$ cat src/rtl/drop_pkg.sv
// Shared constants and the level-to-threshold mapping for the gravity step controller.
package drop_pkg;

  localparam int unsigned EDGES_MAX_DEF = 8;
  localparam int unsigned FAST_DIV_DEF  = 10000000;
  localparam int unsigned MISSED_MAX    = 15;

  // Slow-clock edges needed per gravity step; never below one.
  function automatic int unsigned calc_thr(input int unsigned edges_max,
                                           input int unsigned level);
    if (level >= edges_max) return 1;
    return edges_max - level;
  endfunction

endpackage

$ cat src/rtl/sync_edge_det.sv
// Brings the slow toggling clock into clk100m and emits a registered pulse on each of its edges.
module sync_edge_det #(
  parameter int unsigned SYNC_STAGES = 2
) (
  input  logic clk100m,
  input  logic rst_n,
  input  logic slow_clk,
  output logic edge_pulse
);

  localparam int unsigned PW = $clog2(SYNC_STAGES + 1);

  logic [SYNC_STAGES-1:0] sync_q;
  logic                   hist_q;
  logic [PW-1:0]          prime_cnt_q;
  logic                   primed_q;
  logic                   edge_pulse_q;

  // History starts at 0, so a high slow_clk at release looks like an edge until primed.
  always_ff @(posedge clk100m or negedge rst_n) begin
    if (!rst_n) begin
      sync_q       <= '0;
      hist_q       <= 1'b0;
      prime_cnt_q  <= '0;
      primed_q     <= 1'b0;
      edge_pulse_q <= 1'b0;
    end else begin
      sync_q       <= {sync_q[SYNC_STAGES-2:0], slow_clk};
      hist_q       <= sync_q[SYNC_STAGES-1];
      if (!primed_q) prime_cnt_q <= prime_cnt_q + PW'(1);
      primed_q     <= primed_q | (prime_cnt_q == PW'(SYNC_STAGES));
      edge_pulse_q <= primed_q & (hist_q ^ sync_q[SYNC_STAGES-1]);
    end
  end

  assign edge_pulse = edge_pulse_q;

endmodule

$ cat src/rtl/drop_step_ctrl.sv
// Turns slow-clock edges (or a fast soft-drop timer) into gravity steps offered over req/ack.
module drop_step_ctrl
  import drop_pkg::*;
#(
  parameter int unsigned SYNC_STAGES = 2,
  parameter int unsigned LEVEL_W     = 4,
  parameter int unsigned EDGES_MAX   = EDGES_MAX_DEF,
  parameter int unsigned FAST_DIV    = FAST_DIV_DEF,
  parameter int unsigned FAST_W      = 24
) (
  input  logic               clk100m,
  input  logic               rst_n,
  input  logic               slow_clk,
  input  logic [LEVEL_W-1:0] level,
  input  logic               soft_drop,
  input  logic               pause,
  input  logic               step_ack,
  input  logic               clear_missed,
  output logic               step_req,
  output logic               edge_pulse,
  output logic [3:0]         missed_steps
);

  localparam int unsigned GW = $clog2(EDGES_MAX + 1);

  logic [GW-1:0]     g_cnt_q, g_cnt_d;
  logic [GW:0]       g_inc;
  logic [FAST_W-1:0] f_cnt_q, f_cnt_d;
  logic              step_req_q, step_req_d;
  logic [3:0]        missed_q, missed_d;
  logic              grav_evt, fast_evt, evt, miss;
  int unsigned       thr;

  sync_edge_det #(
    .SYNC_STAGES(SYNC_STAGES)
  ) u_sync_edge_det (
    .clk100m   (clk100m),
    .rst_n     (rst_n),
    .slow_clk  (slow_clk),
    .edge_pulse(edge_pulse)
  );

  always_comb begin
    thr      = calc_thr(EDGES_MAX, 32'(level));
    g_inc    = {1'b0, g_cnt_q} + (GW + 1)'(1);
    g_cnt_d  = g_cnt_q;
    f_cnt_d  = f_cnt_q;
    grav_evt = 1'b0;
    fast_evt = 1'b0;
    if (!soft_drop) begin
      f_cnt_d = '0;
      // >= so a level change that lowers thr below the count fires on the next edge.
      if (!pause && edge_pulse) begin
        if (32'(g_inc) >= thr) begin
          grav_evt = 1'b1;
          g_cnt_d  = '0;
        end else begin
          g_cnt_d = g_inc[GW-1:0];
        end
      end
    end else begin
      g_cnt_d = '0;
      if (!pause) begin
        if (f_cnt_q == FAST_W'(FAST_DIV - 1)) begin
          fast_evt = 1'b1;
          f_cnt_d  = '0;
        end else begin
          f_cnt_d = f_cnt_q + FAST_W'(1);
        end
      end
    end
  end

  // A new event coinciding with an ack re-arms the request instead of counting as a miss.
  always_comb begin
    evt        = grav_evt | fast_evt;
    miss       = 1'b0;
    step_req_d = step_req_q;
    if (evt) begin
      if (!step_req_q || step_ack) step_req_d = 1'b1;
      else                         miss       = 1'b1;
    end else if (step_ack) begin
      step_req_d = 1'b0;
    end

    missed_d = missed_q;
    if (clear_missed) begin
      missed_d = miss ? 4'd1 : 4'd0;
    end else if (miss && missed_q != 4'(MISSED_MAX)) begin
      missed_d = missed_q + 4'd1;
    end
  end

  always_ff @(posedge clk100m or negedge rst_n) begin
    if (!rst_n) begin
      g_cnt_q    <= '0;
      f_cnt_q    <= '0;
      step_req_q <= 1'b0;
      missed_q   <= '0;
    end else begin
      g_cnt_q    <= g_cnt_d;
      f_cnt_q    <= f_cnt_d;
      step_req_q <= step_req_d;
      missed_q   <= missed_d;
    end
  end

  assign step_req     = step_req_q;
  assign missed_steps = missed_q;

endmodule

$ cat config.mk
export PLATFORM = sky130hd
export DESIGN_NAME = drop_step_ctrl
export DESIGN_NICKNAME = d
export VERILOG_FILES = /design/src/rtl/drop_pkg.sv /design/src/rtl/sync_edge_det.sv /design/src/rtl/drop_step_ctrl.sv
export SDC_FILE = /design/constraint.sdc
export NUM_CORES = 1
export LEC_CHECK = 0
export CAP_MARGIN = 20
export CORE_UTILIZATION = 58
export CTS_CLUSTER_SIZE = 8
export DETAILED_ROUTE_END_ITERATION = 6
export PLACE_DENSITY = 0.86
export SLEW_MARGIN = 20
export SYNTH_ARGS = -nofsm -noshare
export SYNTH_HDL_FRONTEND = slang
export SYNTH_SLANG_ARGS = --single-unit
$ cat constraint.sdc
create_clock -name clk100m -period 2.6 [get_ports clk100m]
set_input_delay 0.39 -clock clk100m [delete_from_list [all_inputs] [get_ports clk100m]]
set_output_delay 0.39 -clock clk100m [all_outputs]
set_load 0.02 [all_outputs]
==> impl_results.md, run 1 <==
* Status: complete, no violations
* Vias in the first global route at 1842
* Hpwl dp at 3310 um
* Routed wire length at 4650 um
* P per Cell Area at 445 mW/mm2
* Slew @ Worst Pin at 0.889 ns
* Fin area at 0.00271 mm2
* CP max FO at 3
* Post-synth EDFFs at 0
* Worst hold slack at 0.219 ns
* Yosys top cell area share at 44.2%
* First-pass GRT wire length at 8220 um
* Gp weighted congestion at 0.921
* Final slew viol count at 0
* 1st-iter DRT viols at 160
* N_diodes at 0
* Vias at 1951
* Mapped Nets at 258
* Seq cells post-synth at 40
* GRT overflow at 0
* Required @ worst endpoint at 2.78 ns
* Final worst path period share at 96.2%
* Count leader, synth: dfrtp_1
* Worst Clk Skew at 0.00600 ns
* Clock sinks at 40
* Remaining antenna violation count after routing at 0
* Syn avg cell area at 9.50 um2
* Leak Pwr at 1.16 nW
* H-tree Lvls at 2
* Max transition margin at 40.7%
* Max Freq at 0.400 GHz
* Netlist cell types at 49
* Layout cells sized above 1 at 15.9%
* CTS clk-pin slew, worst paths at 0.08 ns
* DIE HEIGHT at 64.5 um
* Row cnt at 22
* Num ports at 17
* PortBufs at 16
* Core Area at 0.00369 mm2
* Top cells by area, synth: dfrtp_1, o21ai_0, ha_1, nor2_1, nand2_1
* Worst EP arrival at 2.68 ns
* Pin count of the biggest net entering global routing at 41
* Top post-synthesis cells by count: dfrtp_1, o21ai_0, nor2_1, nand2_1, nand3_1
* Crit. End Element: register
* Hold Crit Class: primary input to async pin
* Synth area leader: dfrtp_1
* Num CTS Buffers at 5
* Initial core utilization at 61.3%
* Post-CTS Hold Buffers at 0
* Max rail drop VDD at 0.000298 V
* Vias/cell at 6.12
* Placed Area at 0.00254 mm2
* Power, Total at 0.00121 W
* Count of warnings emitted by yosys at 0
* Seq/Total Area, Yosys at 44.2%
* Nets at 290
* Clock Tree Root: clkbuf_8
* Asr flop ratio synth at 100%
* P&R area growth vs syn at 19.9%
* Maxcap violations at 0
* Minimum clock period at 2.50 ns
* Residual DRC at 0
* CTS tree: done
* Crit start category: primary input
* Die Area at 0.00415 mm2
* Post-synthesis cell count at 238
* Die Width at 64.5 um
* Detailed Routing Iterations Pass 1 at 4
* Initial antenna violation count at 0
* Clk Latency, worst-skew pair at 0.29 ns
* # setup viols final at 0
* Post-Syn Area at 0.00226 mm2
* Clock tree buffer depth at 2
* CP Class: primary input to register
* Routed len/inst at 14.6 um
* Ys flop type: dfrtp_1
* Final Hold Vio Count at 0
* GR Util All Layers at 25.5%
power breakdown:
group	switching [W]	internal (W)	leakage, nW
sequential	0.00000861	0.000632	0.532
combinational	0.0000752	0.0000596	0.589
clock	0.000216	0.000215	0.0434
timing repair:
action / 4_1_cts / 5_1_grt
cloned: 0 / 0
buffers inserted: 2 / 0
endpoints found under the hold margin: 0 / 0
pin swaps: 6 / 0
gates resized for setup: 12 / 5
endpoints found under the setup margin: 5 / 3
worst max-delay path, cell delays in order:
cell,delay (ns)
dlygate4sd2_1,0.26
buf_4,0.16
or4_4,0.49
ha_4,0.29
o211ai_1,0.11
a21oi_2,0.15
o211ai_1,0.09
buf_4,0.15
a21oi_4,0.15
nand4_1,0.13
mux2_4,0.32
flip-flops by register name, indices dropped and copies added, names as in the netlist:
name / cells
u_sync_edge_det.sync_q: 2
f_cnt_q: 24
u_sync_edge_det.prime_cnt_q: 2
step_req: 1
missed_steps: 4
u_sync_edge_det.hist_q: 1
u_sync_edge_det.edge_pulse: 1
g_cnt_q: 4
u_sync_edge_det.primed_q: 1
path summary, 6_finish.rpt:
| kind | slack [ns] | end | cells after the start | startpoint |
|---|---|---|---|---|
| worst max-delay path | 0.1 | missed_steps[3] | 11 | level[1] |
| max in group asynchronous | 1.82 | f_cnt_q[21] | 1 | rst_n |
| worst min register to register | 0.35 | u_sync_edge_det.sync_q[1] | 0 | u_sync_edge_det.sync_q[0] |
| worst max register to register | 0.22 | missed_steps[3] | 10 | g_cnt_q[0] |
| worst min-delay path | 0.22 | f_cnt_q[2] | 1 | rst_n |
| min in group clk100m | 0.35 | u_sync_edge_det.sync_q[1] | 0 | u_sync_edge_det.sync_q[0] |
per-layer routing:
metal | vias to the layer above | track usage, % | part of all wire (%)
met1 | 941 | 34.8 | 46
met5 | - | 0 | 0
li1 | 935 | - | -
met2 | 67 | 40.4 | 48
met4 | 0 | 9.72 | 1.3
met3 | 8 | 4.75 | 4.9
per-stage QoR:
step / util [%] / setup slack (ns) / std cells / setup TNS, ns
detailed placement: 68.9 / -0.610 / 309 / -3.29
floorplan: - / 0.133 / 238 / 0
global placement: 68.9 / -0.436 / 309 / -1.82
global route: 73.5 / -0.00927 / 319 / -0.00927
finish: 73.5 / 0.0982 / 319 / 0
CTS: 72.9 / 0.0371 / 319 / 0
placed cells by master, fill, tap and decap left out, drive strengths merged, types with 9 or more instances in the layout:
cell / count
nand3: 14
ha: 9
o21ai: 26
nor2: 20
nand2: 18
dfrtp: 40
a21oi: 10
inv: 9
buf: 17
clkdlybuf4s50: 11
area by class of cell:
type                       count  area (um2)
clock inverter                 2        15.0
fill                         267         976
inverter                       9        33.8
clock buffer                   6        82.6
tap                           48        60.1
timing repair buffer          32         274
sequential                    40        1000
multi-input combinational    182        1250
cells by family after synthesis:
group	Yosys count	synth area share, %
AND/OR/NAND/NOR	99	24.9
buffers and inverters	16	3.37
XOR/XNOR	13	5.03
flip-flops	40	44.2
adder cells (fa/ha/maj)	9	4.98
AO/OA/AOI/OAI	59	16.5
multiplexers	2	0.940
Note: power is estimated with default switching activity, not from simulation.
==> inputs of run 2 (changes only) <==
--- a/config.mk
+++ b/config.mk
@@ -10,6 +10,7 @@
 export CTS_CLUSTER_SIZE = 8
 export DETAILED_ROUTE_END_ITERATION = 6
 export PLACE_DENSITY = 0.86
+export REMOVE_ABC_BUFFERS = 1
 export SLEW_MARGIN = 20
 export SYNTH_ARGS = -nofsm -noshare
 export SYNTH_HDL_FRONTEND = slang
==> run 2 against run 1 <==
Net effect:
- final area increased by 0.55%
- clock power about the same
- utilization increased by 0.41 points
- sequential share of layout area decreased by 0.20 points
- sequential power about the same
- non-clock buffer count increased by 1
- critical path depth decreased by 1
- critical path type unchanged
- largest cell class unchanged
==> impl_results.md, run 2 (synthesis results as in run 1) <==
* Status: complete, no violations
* R2R cell count at 10 (unchanged)
* Leak Pwr at 1.18 nW (+1.6%)
* PortBufs at 16 (unchanged)
* Hpwl dp at 3240 um (-2.1%)
* Crit start category: primary input
* Num CTS Buffers at 5 (unchanged)
* Minimum clock period at 2.53 ns (+0.0263 ns)
* Setup TNS at 0 ns (unchanged)
* Worst EP arrival at 2.71 ns (+0.03 ns)
* Remaining antenna violation count after routing at 0 (unchanged)
* Post-CTS Hold Buffers at 0 (unchanged)
* Worst Setup EP: missed_steps[3]
* CP max FO at 3 (unchanged)
* GRT overflow at 0 (unchanged)
* Final Hold Vio Count at 0 (unchanged)
* P&R area growth vs syn at 20.6%
* Final worst path period share at 97.2% (+1.0 points)
* Vias at 1918 (-1.7%)
* CTS tree: done
* Slew @ Worst Pin at 0.863 ns (-0.0257 ns)
* Nets at 291 (+0.34%)
* Row cnt at 22 (unchanged)
* Residual DRC at 0 (unchanged)
* Vias/cell at 5.99 (-2.0%)
* CP Class: primary input to register
* Clock sinks at 40 (unchanged)
* Register with the most flip-flops: f_cnt_q
* P per Cell Area at 443 mW/mm2 (-0.41%)
* 1st-iter DRT viols at 86 (-46%)
* Clk Latency, worst-skew pair at 0.29 ns (about the same)
* Detailed Routing Iterations Pass 1 at 4 (unchanged)
* Max rail drop VDD at 0.000418 V (+40%)
* N_diodes at 0 (unchanged)
* Routed len/inst at 14.8 um (+1.4%)
* Crit. End Element: register
* Final core occ at 73.9% (+0.41 points)
* Reg2Reg Launch Point: g_cnt_q[0]
* DIE HEIGHT at 64.5 um (unchanged)
* Die Area at 0.00415 mm2 (unchanged)
* Gp weighted congestion at 0.866 (-5.9%)
* Max Freq at 0.396 GHz (-1.0%)
* CTS clk-pin slew, worst paths at 0.08 ns (about the same)
* RR Endpoint: missed_steps[3]
* Required @ worst endpoint at 2.78 ns (about the same)
* Commonest non-fill, non-tap cell in the layout: dfrtp_1
* Core Area at 0.00369 mm2 (unchanged)
* Num ports at 17 (unchanged)
* Clock Tree Root: clkbuf_8
* Initial antenna violation count at 0 (unchanged)
* Maxcap violations at 0 (unchanged)
* GR Util All Layers at 25.6% (+0.11 points)
* First-pass GRT wire length at 8310 um (+1.1%)
* Initial core utilization at 61.3% (unchanged)
* Routed wire length at 4730 um (+1.8%)
* Final slew viol count at 0 (unchanged)
* Hold Crit Class: primary input to async pin
* Clock tree buffer depth at 2 (unchanged)
* Layout cells sized above 1 at 16.9% (+1.0 points)
* Largest register FFs at 24 (unchanged)
* H-tree Lvls at 2 (unchanged)
* Worst Clk Skew at 0.00622 ns (+0.000214 ns)
* Fillcell total at 266 (-0.37%)
* RSZ-0062 raised after global routing: no
* # setup viols final at 0 (unchanged)
* Commonest non-fill, non-tap cells in the layout: dfrtp_1, o21ai_0, nor2_1
* R2r setup slk at 0.27 ns (+0.05 ns)
* Pin count of the biggest net entering global routing at 41 (unchanged)
* Vias in the first global route at 1864 (+1.2%)
* Max transition margin at 42.5% (+1.7 points)
* Critical Path Source: level[3]
* Die Width at 64.5 um (unchanged)
[run 2: per-layer routing]
layer	track usage, %	wire length [um]	part of all wire, %	vias up
met1	35.1	2140	45	943
met4	6.67	39	0.82	0
met3	4.75	149	3.1	4
li1	-	-	-	934
met5	0	0	0	-
met2	41.8	2400	51	37
[run 2: area by class of cell]
class                           instances  area, um2  area share [%]
Multi-Input combinational cell        182       1250            45.8
Timing Repair Buffer                   33        287            10.5
Clock inverter                          2       13.8           0.505
Clock buffer                            6       82.6            3.03
Sequential cell                        40       1000            36.7
Tap cell                               48       60.1            2.20
Inverter                                9       33.8            1.24
[run 2: worst min-delay path by stage]
stage / from / to / slack [ns] / cells after the start
2_1_floorplan: rst_n / f_cnt_q[0] / 0.09 / 0
3_3_place_gp: u_sync_edge_det.sync_q[0] / u_sync_edge_det.sync_q[1] / 0.33 / 0
3_5_place_dp: u_sync_edge_det.sync_q[0] / u_sync_edge_det.sync_q[1] / 0.34 / 0
4_1_cts: rst_n / f_cnt_q[20] / 0.24 / 1
5_1_grt: rst_n / f_cnt_q[20] / 0.28 / 1
6_report: rst_n / f_cnt_q[20] / 0.21 / 1
[run 2: where the power goes]
group	switching, W	internal (W)	leakage (nW)
Combinational	0.0000755	0.0000620	0.599
Sequential	0.00000922	0.000632	0.532
Clock	0.000212	0.000217	0.0516
Total	0.000297	0.000910	1.18
[run 2: worst max-delay path: stages]
cell and delay, ns:
clkdlybuf4s50_1 0.43, or4_4 0.54, ha_4 0.29, o211ai_1 0.09, a21oi_2 0.14, o211ai_1 0.11
buf_4 0.15, a21oi_4 0.14, nand4_1 0.11, mux2_4 0.31
[run 2: what timing repair did]
| item | 4_1_cts | 5_1_grt |
|---|---|---|
| gates resized for setup | 9 | 9 |
| pin swaps | 6 | 3 |
| endpoints found under the setup margin | 4 | 4 |
| setup buffers | 2 | 1 |
[run 2: through the flow]
| step | std cells | worst slack, ns | hold WS (ns) | power, W | cell area, um2 |
|---|---|---|---|---|---|
| final | 320 | 0.0719 | 0.209 | 0.00121 | 2730 |
| after detailed placement | 309 | -0.525 | 0.336 | 0.000776 | 2540 |
| after CTS | 319 | 0.00939 | 0.240 | 0.00121 | 2690 |
| after floorplan | 231 | 0.133 | 0.0944 | 0.000705 | 2220 |
| after global routing | 320 | 0.00548 | 0.277 | 0.00127 | 2730 |
| after global placement | 309 | -0.427 | 0.334 | 0.000773 | 2540 |
==> inputs of run 3 (changes only) <==
--- a/config.mk
+++ b/config.mk
@@ -5,6 +5,7 @@
 export SDC_FILE = /design/constraint.sdc
 export NUM_CORES = 1
 export LEC_CHECK = 0
+export ABC_CLOCK_PERIOD_IN_PS = 2600
 export CAP_MARGIN = 20
 export CORE_UTILIZATION = 58
 export CTS_CLUSTER_SIZE = 8
==> results of run 3 <==
Final layout, timing and power as in run 2 (identical DEF).
==> RTL edit 1 (flow settings as in run 3) <==
Compare `f_cnt_q` against `FAST_W'(FAST_DIV - 1)` with >= in place of ==.
--- a/src/rtl/drop_step_ctrl.sv
+++ b/src/rtl/drop_step_ctrl.sv
@@ -61,7 +61,7 @@
     end else begin
       g_cnt_d = '0;
       if (!pause) begin
-        if (f_cnt_q == FAST_W'(FAST_DIV - 1)) begin
+        if (f_cnt_q >= FAST_W'(FAST_DIV - 1)) begin
           fast_evt = 1'b1;
           f_cnt_d  = '0;
         end else begin
Formal check against the unedited RTL: no difference found for any inputs over 10 cycles, from zero or initial values and one cycle with rst_n low; that may be too few to reach the edited logic, so the function may still have changed.
==> RTL edit 1 against run 3 <==
  * Area after synthesis rose by 1.8%
  * Sequential cell count did not move
  * First-iteration DRC count rose by 52%
  * Worst setup slack improved by 0.032 ns
  * Power rose by 11%
  * Sequential share of layout area fell by 0.48 points
  * Routed wire length rose by 3.5%
  * Global-route usage fell by 1.3 points
  * Hold slack improved by 0.0071 ns
  * Sequential power barely moved
  * Via count rose by 3.9%
  * Critical path depth did not move
  * Cell area rose by 1.3%
  * Largest cell class unchanged
  * Largest power group unchanged
  * Highest routed layer unchanged
==> RTL edit 1: results <==
sta:
  hold_ws_ns: 0.216
  finClkSkew_ns: 0.0105
  fin_ws_ns: 0.104
routing:
  routed_wl_um: 4900
  drt-initial-drc-count: 131
  wl_met2_um: 2370
  post_drt_wl_per_cell_um: 15.0
  wl_met3_um: 165
  wl_met1_um: 2270
cells_and_area:
  nets: 297
  final_layout_size_suffix_gt1_frac: 0.158
critical_path:
  crit_path_end: "missed_steps[2]$_DFFE_PN0P_"
  worst_setup_path_startpoint: "g_cnt_q[1]$_DFFE_PN0P_"
  arrival_ns: 2.68
  cp_max_fo: 4
pwr:
  ir_drop_v: 0.000312
  netSwitchingFraction: 0.238
  seq_cell_power_uw: 640
  p_leak_uw: 0.00122
  p_clk_uw: 532
global_routing:
  grtUsageMet2: 0.415
  grt_first_pass_wirelength_um: 7970
  grtUsageTotal: 0.243
  use_met3: 0.0423
  grt_pass1_vias: 1858
  grt_max_degree: 45
clocking:
  cts_root_buf: "clkbuf_8"
  post_cts_resized: 17
logic_synthesis:
  yosysSeqAreaShare: 0.435
  synth_xor_area_frac: 0.0152
  synthMuxAreaShare: 0
  synth_commonest_cells: "40 x dfrtp_1, 32 x o21ai_0, 28 x nand2_1"
  synthCells: 252
  synthFlopType: "dfrtp_1"
  synth_compound_area_frac: 0.234
  synth_cell_types: 45
  yosys.area_share.adder: 0.0489
  synth.area.top_cells: "dfrtp_1 43%, o21ai_0 7.0%, ha_1 4.9%"
place:
  post-dp-hpwl_um: 3130
  gp_congestion: 0.804
  place_ws_ns: -0.765
  place_inst: 316
worst_hold_path:
  min_path_type: "in -> async"
status:
  status: "completed"
==> RTL edit 1: changes by cell type after synthesis, sizes merged, moves of 8 or more <==
| cell | run 3 | this run |
|---|---|---|
| o21ai | 26 | 34 |
| nor2 | 20 | 8 |
| o31ai | 2 | 15 |
| nand2 | 18 | 28 |
==> RTL edit 1: worst max-delay path, cell delays in order (launching register included) <==
cell,delay [ns]
dfrtp_1,0.41
ha_1,0.25
xor2_1,0.17
ha_1,0.34
nand2_2,0.08
o21ai_2,0.14
a21oi_2,0.09
or3b_4,0.40
and2_4,0.17
nor4b_4,0.26
nor3b_2,0.07
==> RTL edit 1: cell type report <==
cell class,instances,area (um^2)
multi-input combinational,191,1290
clock inverter,2,38.8
clock buffer,6,82.6
timing repair buffer,27,245
tap,48,60.1
sequential,40,1000
inverter,12,45.0
fill,274,980
==> RTL edit 2 (config.mk and constraints of run 3) <==
Made on the original files. Change the package constant `FAST_DIV_DEF` from 10000000 to 8388608.
--- a/src/rtl/drop_pkg.sv
+++ b/src/rtl/drop_pkg.sv
@@ -2,7 +2,7 @@
 package drop_pkg;
 
   localparam int unsigned EDGES_MAX_DEF = 8;
-  localparam int unsigned FAST_DIV_DEF  = 10000000;
+  localparam int unsigned FAST_DIV_DEF  = 8388608;
   localparam int unsigned MISSED_MAX    = 15;
 
   // Slow-clock edges needed per gravity step; never below one.
Formal check against the unedited RTL: no difference found for any inputs over 10 cycles, from zero or initial values and one cycle with rst_n low; that may be too few to reach the edited logic, so the function may still have changed.
==> RTL edit 2 against run 3 <==
  * Critical path depth grew 3
  * Non-clock buffer count shrank 5
  * Sequential cell count is the same
  * Cell area shrank 0.23%
  * Via count shrank 2.8%
  * Combinational power shrank 4%
  * Clock power grew 15%
  * Power grew 5.0%
  * Area after synthesis grew 0.22%
  * Routed wire length shrank 5.3%
  * Worst setup slack gained 0.011 ns
  * First-iteration DRC count grew 45%
  * Largest cell class unchanged
==> RTL edit 2: results <==
critical_path:
  slowest_stage: "clkdlybuf4s50_1"
  r2r-end: "missed_steps[0]$_DFFE_PN0P_"
  worst_setup_path_startpoint: "level[0]"
  cp_max_fo: 4
  regToRegStartpoint: "g_cnt_q[0]$_DFFE_PN0P_"
  slowest_delay_ns: 0.49
  reg2regPathDepth: 9
  r2r_setup_slack_ns: 0.46
  arrival_ns: 2.70
pwr:
  p_leak_uw: 0.00124
  ir_drop_v: 0.000357
place:
  io_buffer_count: 16
  gp_congestion: 0.954
  post-dp-hpwl_um: 3360
  place_ws_ns: -0.387
  place_area_um2: 2540
  place_inst: 313
cells_and_area:
  finalNonFillerCells: 321
  largest_register_ff_count: 24
  regMostFlops: "f_cnt_q"
  final_layout_size_suffix_gt1_frac: 0.158
  antenna_cells: 0
  nets: 292
global_routing:
  grt_pass1_vias: 1751
  grt_first_pass_wirelength_um: 7810
  grtUsageMet2: 0.396
  grtUsageTotal: 0.249
  met1_usage: 0.328
  grt_max_degree: 41
  antenna_found_initial: 0
  use_met3: 0.0687
logic_synthesis:
  synth.area.top_cells: "dfrtp_1 44%, ha_1 5.0%, o21ai_0 4.6%"
  post_synth.cell_area_avg_um2: 9.41
  synth_cell_types: 41
  synthMuxAreaShare: 0.00442
  synth_commonest_cells: "40 x dfrtp_1, 21 x nand2_1, 21 x o21ai_0"
  synthArstFlopShare: 1.00
  yosysSeqAreaShare: 0.442
  yosys.area_share.adder: 0.0497
  synth_top_area_frac: 0.442
  synth_edf_count: 0
  synth_compound_area_frac: 0.143
  synth_xor_area_frac: 0.0579
  synthFlopType: "dfrtp_1"
sta:
  period_minus_slack_ns: 2.52
  finClkSkew_ns: 0.00528
  hold_ws_ns: 0.204
  slew_headroom: 0.434
clocking:
  clock_latency_ns: 0.29
  cts_setup_buffers: 0
  post_cts_resized: 3
routing:
  drt-initial-drc-count: 125
  wl_met3_um: 158
  wl_met1_um: 2150
  num_vias: 1864
  wl_met2_um: 2120
  post_drt_wl_per_cell_um: 14.0
  first_pass_iters: 4
status:
  status: "completed"
==> RTL edit 2: changes by cell type in the layout (fill, tap and decap cells not counted), sizes merged, moves of 3 or more <==
cell    delta
nand2      +4
buf        -5
a21oi      +4
nand3b     -3
xor2       +4
nand4      +5
o21ai      -4
and2       +6
o211ai     -3
nor4b      -6
nor3       +4
==> RTL edit 2: area by class of cell <==
type	count	area, um^2
clock buffer	5	68.8
clock inverter	3	42.5
fill	269	995
inverter	10	37.5
multi-input combinational	187	1260
sequential	40	1000
tap	48	60.1
timing repair buffer	28	248
==> RTL edit 2: where the power goes <==
part	switching [uW]	total [uW]	leakage [uW]	internal [uW]
sequential	9.62	641	0.000532	632
combinational	73.5	132	0.000650	58.8
clock	210	494	0.0000541	284
==> RTL edit 2: critical path: cells and delay by family <==
kind                       cells  cell delay (ns)
AOI/OAI and AO/OA              6             0.96
and+or+nand+nor                2             0.23
buffers and inverters          3             0.69
adders and majority gates      2             0.44
